--- config.mk ---
export PLATFORM = sky130hd
export DESIGN_NAME = varredura_matriz_flat
export DESIGN_NICKNAME = d
export VERILOG_FILES = /design/src/rtl/varredura_matriz_if.sv /design/src/rtl/varredura_matriz.sv /design/src/flat_wrapper.sv
export SDC_FILE = /design/constraint.sdc
export NUM_CORES = 1
export LEC_CHECK = 0
export BUFFER_PORTS_ARGS = -buffer_cell sky130_fd_sc_hd__buf_2
export CAP_MARGIN = 20
export CORE_UTILIZATION = 45
export CTS_CLUSTER_SIZE = 28
export DETAILED_ROUTE_END_ITERATION = 12
export PLACE_DENSITY_LB_ADDON = 0.1
export SLEW_MARGIN = 20
export SYNTH_ARGS = -nofsm -noshare
export SYNTH_HDL_FRONTEND = slang
export SYNTH_SLANG_ARGS = --single-unit
--- constraint.sdc ---
create_clock -name Clock -period 4.7 [get_ports Clock]
set_input_delay 0.705 -clock Clock [delete_from_list [all_inputs] [get_ports Clock]]
set_output_delay 0.705 -clock Clock [all_outputs]
set_load 0.01 [all_outputs]
--- src/rtl/varredura_matriz_if.sv ---
`default_nettype none
// ============================================================================
// Module      : varredura_matriz_if
// Description : Control/status bundle between the irrigation controller and
//               the 7x5 matrix scan controller.
// Revision    : 1.0 - initial release
// ============================================================================

interface varredura_matriz_if;
    logic       Enable;
    logic       Alterna_Hab;
    logic       Grupo_Fixo;
    logic [2:0] Clock_Linhas;
    logic       img_sel;
    logic       Blank;
    logic       Inicio_Quadro;
    logic       Troca_Img;

    // master: the controller that commands the scan; slave: the scanner itself
    modport master (
        output Enable, Alterna_Hab, Grupo_Fixo,
        input  Clock_Linhas, img_sel, Blank, Inicio_Quadro, Troca_Img
    );

    modport slave (
        input  Enable, Alterna_Hab, Grupo_Fixo,
        output Clock_Linhas, img_sel, Blank, Inicio_Quadro, Troca_Img
    );
endinterface

`default_nettype wire

--- src/rtl/varredura_matriz.sv ---
`default_nettype none
// ============================================================================
// Module      : varredura_matriz
// Description : Row-scan / image-group sequencer for the 7x5 matrix display,
//               with anti-ghosting blank strobe and frame/swap event pulses.
// Revision    : 1.0 - initial release
// ============================================================================

module varredura_matriz #(
    parameter int unsigned DIV_LINHA   = 1000,
    parameter int unsigned BLANK       = 8,
    parameter int unsigned QUADROS_IMG = 50
) (
    input  logic                Clock,
    input  logic                Reset_n,
    varredura_matriz_if.slave   bus
);

    localparam int unsigned c_DIV_W = (DIV_LINHA > 1) ? $clog2(DIV_LINHA) : 1;
    localparam int unsigned c_QDR_W = $clog2(QUADROS_IMG + 1);

    localparam logic [c_DIV_W-1:0] c_BLANK_FIM    = c_DIV_W'(BLANK - 1);
    localparam logic [c_DIV_W-1:0] c_SLOT_FIM     = c_DIV_W'(DIV_LINHA - 1);
    localparam logic [c_QDR_W-1:0] c_QDR_FIM      = c_QDR_W'(QUADROS_IMG - 1);
    localparam logic [2:0]         c_ULTIMA_LINHA = 3'd6;

    typedef enum logic [1:0] {
        PARADO  = 2'd0,
        APAGADO = 2'd1,
        ATIVO   = 2'd2
    } estado_t;

    estado_t              estado_q;
    logic [c_DIV_W-1:0]   div_q;
    logic [2:0]           linha_q;
    logic [c_QDR_W-1:0]   quadro_q;
    logic                 img_sel_q;
    logic                 blank_q;
    logic                 inicio_q;
    logic                 troca_q;

    assign bus.Clock_Linhas  = linha_q;
    assign bus.img_sel       = img_sel_q;
    assign bus.Blank         = blank_q;
    assign bus.Inicio_Quadro = inicio_q;
    assign bus.Troca_Img     = troca_q;

    always_ff @(posedge Clock or negedge Reset_n) begin
        if (!Reset_n) begin
            estado_q  <= PARADO;
            div_q     <= '0;
            linha_q   <= '0;
            quadro_q  <= '0;
            img_sel_q <= 1'b0;
            blank_q   <= 1'b1;
            inicio_q  <= 1'b0;
            troca_q   <= 1'b0;
        end else begin
            inicio_q <= 1'b0;
            troca_q  <= 1'b0;
            if (!bus.Alterna_Hab) begin
                quadro_q <= '0;
            end

            if (estado_q != PARADO && !bus.Enable) begin
                // Stopping discards the partial frame; img_sel is kept.
                estado_q <= PARADO;
                div_q    <= '0;
                linha_q  <= '0;
                quadro_q <= '0;
                blank_q  <= 1'b1;
            end else begin
                case (estado_q)
                    PARADO: begin
                        div_q    <= '0;
                        linha_q  <= '0;
                        quadro_q <= '0;
                        blank_q  <= 1'b1;
                        if (bus.Enable) begin
                            estado_q <= APAGADO;
                            inicio_q <= 1'b1;
                            if (!bus.Alterna_Hab && (bus.Grupo_Fixo != img_sel_q)) begin
                                img_sel_q <= bus.Grupo_Fixo;
                                troca_q   <= 1'b1;
                            end
                        end
                    end

                    APAGADO: begin
                        div_q <= div_q + 1'b1;
                        if (div_q == c_BLANK_FIM) begin
                            estado_q <= ATIVO;
                            blank_q  <= 1'b0;
                        end
                    end

                    ATIVO: begin
                        if (div_q == c_SLOT_FIM) begin
                            estado_q <= APAGADO;
                            blank_q  <= 1'b1;
                            div_q    <= '0;
                            if (linha_q == c_ULTIMA_LINHA) begin
                                linha_q  <= '0;
                                inicio_q <= 1'b1;
                                // Group changes only at a frame boundary.
                                if (bus.Alterna_Hab) begin
                                    if (quadro_q == c_QDR_FIM) begin
                                        quadro_q  <= '0;
                                        img_sel_q <= ~img_sel_q;
                                        troca_q   <= 1'b1;
                                    end else begin
                                        quadro_q <= quadro_q + 1'b1;
                                    end
                                end else if (bus.Grupo_Fixo != img_sel_q) begin
                                    img_sel_q <= bus.Grupo_Fixo;
                                    troca_q   <= 1'b1;
                                end
                            end else begin
                                linha_q <= linha_q + 1'b1;
                            end
                        end else begin
                            div_q <= div_q + 1'b1;
                        end
                    end

                    default: begin
                        estado_q <= PARADO;
                        blank_q  <= 1'b1;
                    end
                endcase
            end
        end
    end

endmodule

`default_nettype wire

--- src/flat_wrapper.sv ---
// flat-port wrapper written by rule: the top's interface ports become plain ports
module varredura_matriz_flat 
#(
    parameter int unsigned DIV_LINHA   = 1000,
    parameter int unsigned BLANK       = 8,
    parameter int unsigned QUADROS_IMG = 50
)
  (Clock, Reset_n, bus_Enable, bus_Alterna_Hab, bus_Grupo_Fixo, bus_Clock_Linhas, bus_img_sel, bus_Blank, bus_Inicio_Quadro, bus_Troca_Img);
  varredura_matriz_if bus_i ();
  input  logic Clock;
  input  logic Reset_n;
  input wire logic [$bits(bus_i.Enable)-1:0] bus_Enable;
  input wire logic [$bits(bus_i.Alterna_Hab)-1:0] bus_Alterna_Hab;
  input wire logic [$bits(bus_i.Grupo_Fixo)-1:0] bus_Grupo_Fixo;
  output wire logic [$bits(bus_i.Clock_Linhas)-1:0] bus_Clock_Linhas;
  output wire logic [$bits(bus_i.img_sel)-1:0] bus_img_sel;
  output wire logic [$bits(bus_i.Blank)-1:0] bus_Blank;
  output wire logic [$bits(bus_i.Inicio_Quadro)-1:0] bus_Inicio_Quadro;
  output wire logic [$bits(bus_i.Troca_Img)-1:0] bus_Troca_Img;
  assign bus_i.Enable = bus_Enable;
  assign bus_i.Alterna_Hab = bus_Alterna_Hab;
  assign bus_i.Grupo_Fixo = bus_Grupo_Fixo;
  assign bus_Clock_Linhas = bus_i.Clock_Linhas;
  assign bus_img_sel = bus_i.img_sel;
  assign bus_Blank = bus_i.Blank;
  assign bus_Inicio_Quadro = bus_i.Inicio_Quadro;
  assign bus_Troca_Img = bus_i.Troca_Img;
  varredura_matriz #(.DIV_LINHA(DIV_LINHA), .BLANK(BLANK), .QUADROS_IMG(QUADROS_IMG)) u_core (.Clock(Clock), .Reset_n(Reset_n), .bus(bus_i));
endmodule
==> impl_results.md <==
- Status: complete, no violations
- Library cells used by synthesis: 52
- Clk root buf: clkbuf_8
- FFs w/ async S/R, synth: 1.000
- CP delay by family, top: compound AO/OA/AOI/OAI gates
- #FFs+latches synth: 25
- Delay of the slowest cell on the worst path: 0.54 ns
- Core area: 3744 sq um
- TritonCTS clock tree: yes
- Layout cells sized above 1: 0.09767
- TritonCTS buffer count: 3
- Largest net degree at the start of global routing: 26
- Synth Area in Simple Gates: 0.2625
- Post-synth top area share: 0.3333
- Post-synthesis mux area share: 0.01111
- Drt first pass iters: 5
- Vias: 1611
- Post-DP Area: 1846 sq um
- Pwr/cell area: 310.7 nW/um^2
- Critical Path Start: u_core.estado_q[0]$_DFFE_PN0P_
- Initial core utilization: 0.4813
- Post-synth top area cell: dfrtp_1
- Period utilisation layout: 0.5011
- IO Pins: 12
- Non-filler cells, final: 263
- Switching share of power: 0.3880
- Dpl ws: 2.415 ns
- WL/cell: 16.37 microns
- Crit. End Element: register
- Post-Synth Adder-Cell Area: 0.04722
- Area fraction in compound gates after synthesis: 0.2653
- Layout Skew: 0.001782 ns
- Switch Pwr: 227.9 uW
- Gp weighted congestion: 0.8771
- Syn nets: 225
- Post-CTS Hold Buffers: 0
- Setup TNS: 0 ns
- Hold Fails Final Rpt: 0
- H-Tree Depth: 1
- Routed vias/inst: 6.125
- Antenna violations before repair: 0
- # DRC: 0
- Comb power frac: 0.363
- Crit path required time: 4.89 ns
- Pins Over Slew Limit: 0
- Pint: 359.5 uW
- Worst R2R End: u_core.div_q[5]$_DFFE_PN0P_
- Detail Route Antenna Nets: 0
- Min cycle time layout: 2.355 ns
- Xor and xnor area share after synthesis: 0.009722
- Port buffer count: 11
- Number of diodes: 0
- Number of synthesized flops with an enable pin: 0
- CP Capture Point: u_core.div_q[5]$_DFFE_PN0P_
- Buffers and inverters on the worst path: 2
- Postcts setup bufs: 0
- Die area: 4261 sq um
- Sink Count: 25
- Global-route wire length before repair: 7265 microns
- Worst VDD drop: 223.2 uV
- Startpoint Class: register
- Levels on crit path: 6
- Max-cap violation count: 0
- Sequential area share after synthesis: 0.3479
- Starting DRT DRC Count: 133
- Avg Inst Size Synth: 8.419 sq um
- Worst-skew pair later-pin latency: 0.27 ns
- Clock Power Share: 0.218
- Area delta synth->final: 4.930%
- Worst reg-to-reg path cell count: 6
- WP data arrival: 2.54 ns
- Nets@finish: 227
- Finished Cell Area: 1891 sq um
- Cells after DPL: 259
- Main combinational cell family by area after synthesis: compound AO/OA/AOI/OAI gates
- Die height: 65.28 microns
- Vias in the first global route: 1493
- Worst flop-to-flop path startpoint: u_core.estado_q[0]$_DFFE_PN0P_
- Total Wirelength: 4304 microns
- Hold slack final: 0.4194 ns
- GRT Total Usage: 0.2193
- Max-Slew Margin vs Limit: 0.5357
- YS warnings: 0
- Synth area leaders: dfrtp_1 (33%), o21ai_0 (6.1%), o211ai_1 (4.6%)
- CP cell instances: inv_1 -> ha_1 -> inv_1 -> a31oi_4 -> o211ai_1 -> o211ai_1
- Fmax: 424.6 MHz
- Worst reg2reg setup slack: 2.34 ns
- Ys flop type: dfrtp_1
- Grt ovf: 0
- Fill count: 383
- Worst slew pin tran: 0.6901 ns
- RSZ-0062 raised after global routing: false
- CP Max Fanout: 19
- Slowest stage cell, crit path: ha_1
- Clock-pin transition on the worst setup and hold timing paths: 0.09 ns
- Worst-case clock buffer depth: 2
- Cells after Synth: 214
- Syn Std Cell Area: 1802 sq um
- Die width: 65.28 microns
- Sequential Power Share: 0.420
- Critical path type: register to register
- CTS-repair resized insts: 0
- Row count: 22
- Pleak: 0.7422 nW
- HP Class: input pin to async pin
- Fin worst setup slack: 2.345 ns
- # setup viols final: 0
- DPL Wire Length: 3141 microns
## per-layer routing
metal  global-route usage  part of all wire
met2               0.3428              0.46
met1               0.3160              0.48
met3              0.04167             0.051
met4              0.03804            0.0042
met5                    0                 0
## registers in the layout, summed over array words and instances, names as in the netlist
signal / count
u_core.estado_q: 2
u_core.bus.Blank: 1
u_core.quadro_q: 6
u_core.div_q: 10
u_core.bus.img_sel: 1
u_core.bus.Troca_Img: 1
u_core.bus.Inicio_Quadro: 1
u_core.bus.Clock_Linhas: 3
## Yosys cell counts, drive strengths merged (4+ instances only)
cell and count:
inv 8, a31oi 5, a21oi 14, nand2b 5, nand2 20, clkbuf 6, nor2 9, o21ai 25
buf 8, nor2b 4, nor3 5, or3 4, o211ai 11, dfrtp 24, ha 6, nand4 8
nand3 7
## cells by family (layout without fill, tap and decap cells)
kind of cell	count (synthesis)	after routing
AO/OA/AOI/OAI	74	74
XOR/XNOR	2	2
adder cells (fa/ha/maj)	7	7
buffers and inverters	22	23
flip-flops	25	25
multiplexers	2	2
AND/OR/NAND/NOR	82	82
## power groups by stage
stage | combinational [mW] | sequential (mW) | clock, mW
after floorplan | 0.156 | 0.252 | 0
after global placement | 0.208 | 0.249 | 0
after detailed placement | 0.212 | 0.251 | 0
after CTS | 0.212 | 0.246 | 0.133
after global routing | 0.236 | 0.249 | 0.142
final | 0.213 | 0.246 | 0.128
## cell usage in the layout, fill, tap and decap left out, types with 5 or more instances in the layout
| master | instances |
|---|---|
| o21ai_0 | 22 |
| nand2b_1 | 5 |
| nand3_1 | 7 |
| buf_2 | 11 |
| o211ai_1 | 11 |
| ha_1 | 6 |
| nor3_1 | 5 |
| nand4_1 | 7 |
| a21oi_1 | 14 |
| nor2_1 | 9 |
| inv_1 | 8 |
| nand2_1 | 20 |
| dfrtp_1 | 24 |
## through the flow
stage	utilization	total power, mW
2_1_floorplan	-	0.4081
3_3_place_gp	0.4930	0.4570
3_5_place_dp	0.4930	0.4624
4_1_cts	0.5050	0.5915
5_1_grt	0.5050	0.6275
6_report	0.5050	0.5873
## worst reg2reg max path, stage by stage, from the launching register on
cell      delay (ns)
dfrtp_1         0.42
inv_1           0.12
ha_1            0.54
inv_1           0.29
a31oi_4         0.36
o211ai_1        0.28
o211ai_1        0.25
## layout make-up
type                    count  area, sq um  share of cell area
multi-input cells         167         1074              0.5678
flip-flops and latches     25        626.9              0.3316
repair buffers             11        55.05             0.02912
inverters                   8        30.03             0.01588
clock buffers               4        45.04             0.02383
well taps                  48        60.06             0.03177
## how the worst min path moves through the flow
stage / from / end / slack [ns] / cells after the start
5_1_grt: Reset_n / u_core.div_q[2]$_DFFE_PN0P_ / 0.46 / 1
6_report: Reset_n / u_core.div_q[5]$_DFFE_PN0P_ / 0.42 / 1
2_1_floorplan: Reset_n / u_core.bus.Clock_Linhas[0]$_DFFE_PN0P_ / 0.41 / 0
3_5_place_dp: u_core.bus.Blank$_DFFE_PN1P_ / u_core.bus.Blank$_DFFE_PN1P_ / 0.48 / 2
4_1_cts: Reset_n / u_core.div_q[4]$_DFFE_PN0P_ / 0.44 / 1
3_3_place_gp: u_core.bus.Blank$_DFFE_PN1P_ / u_core.bus.Blank$_DFFE_PN1P_ / 0.48 / 2
No activity file was read; power rests on OpenSTA's default activity.
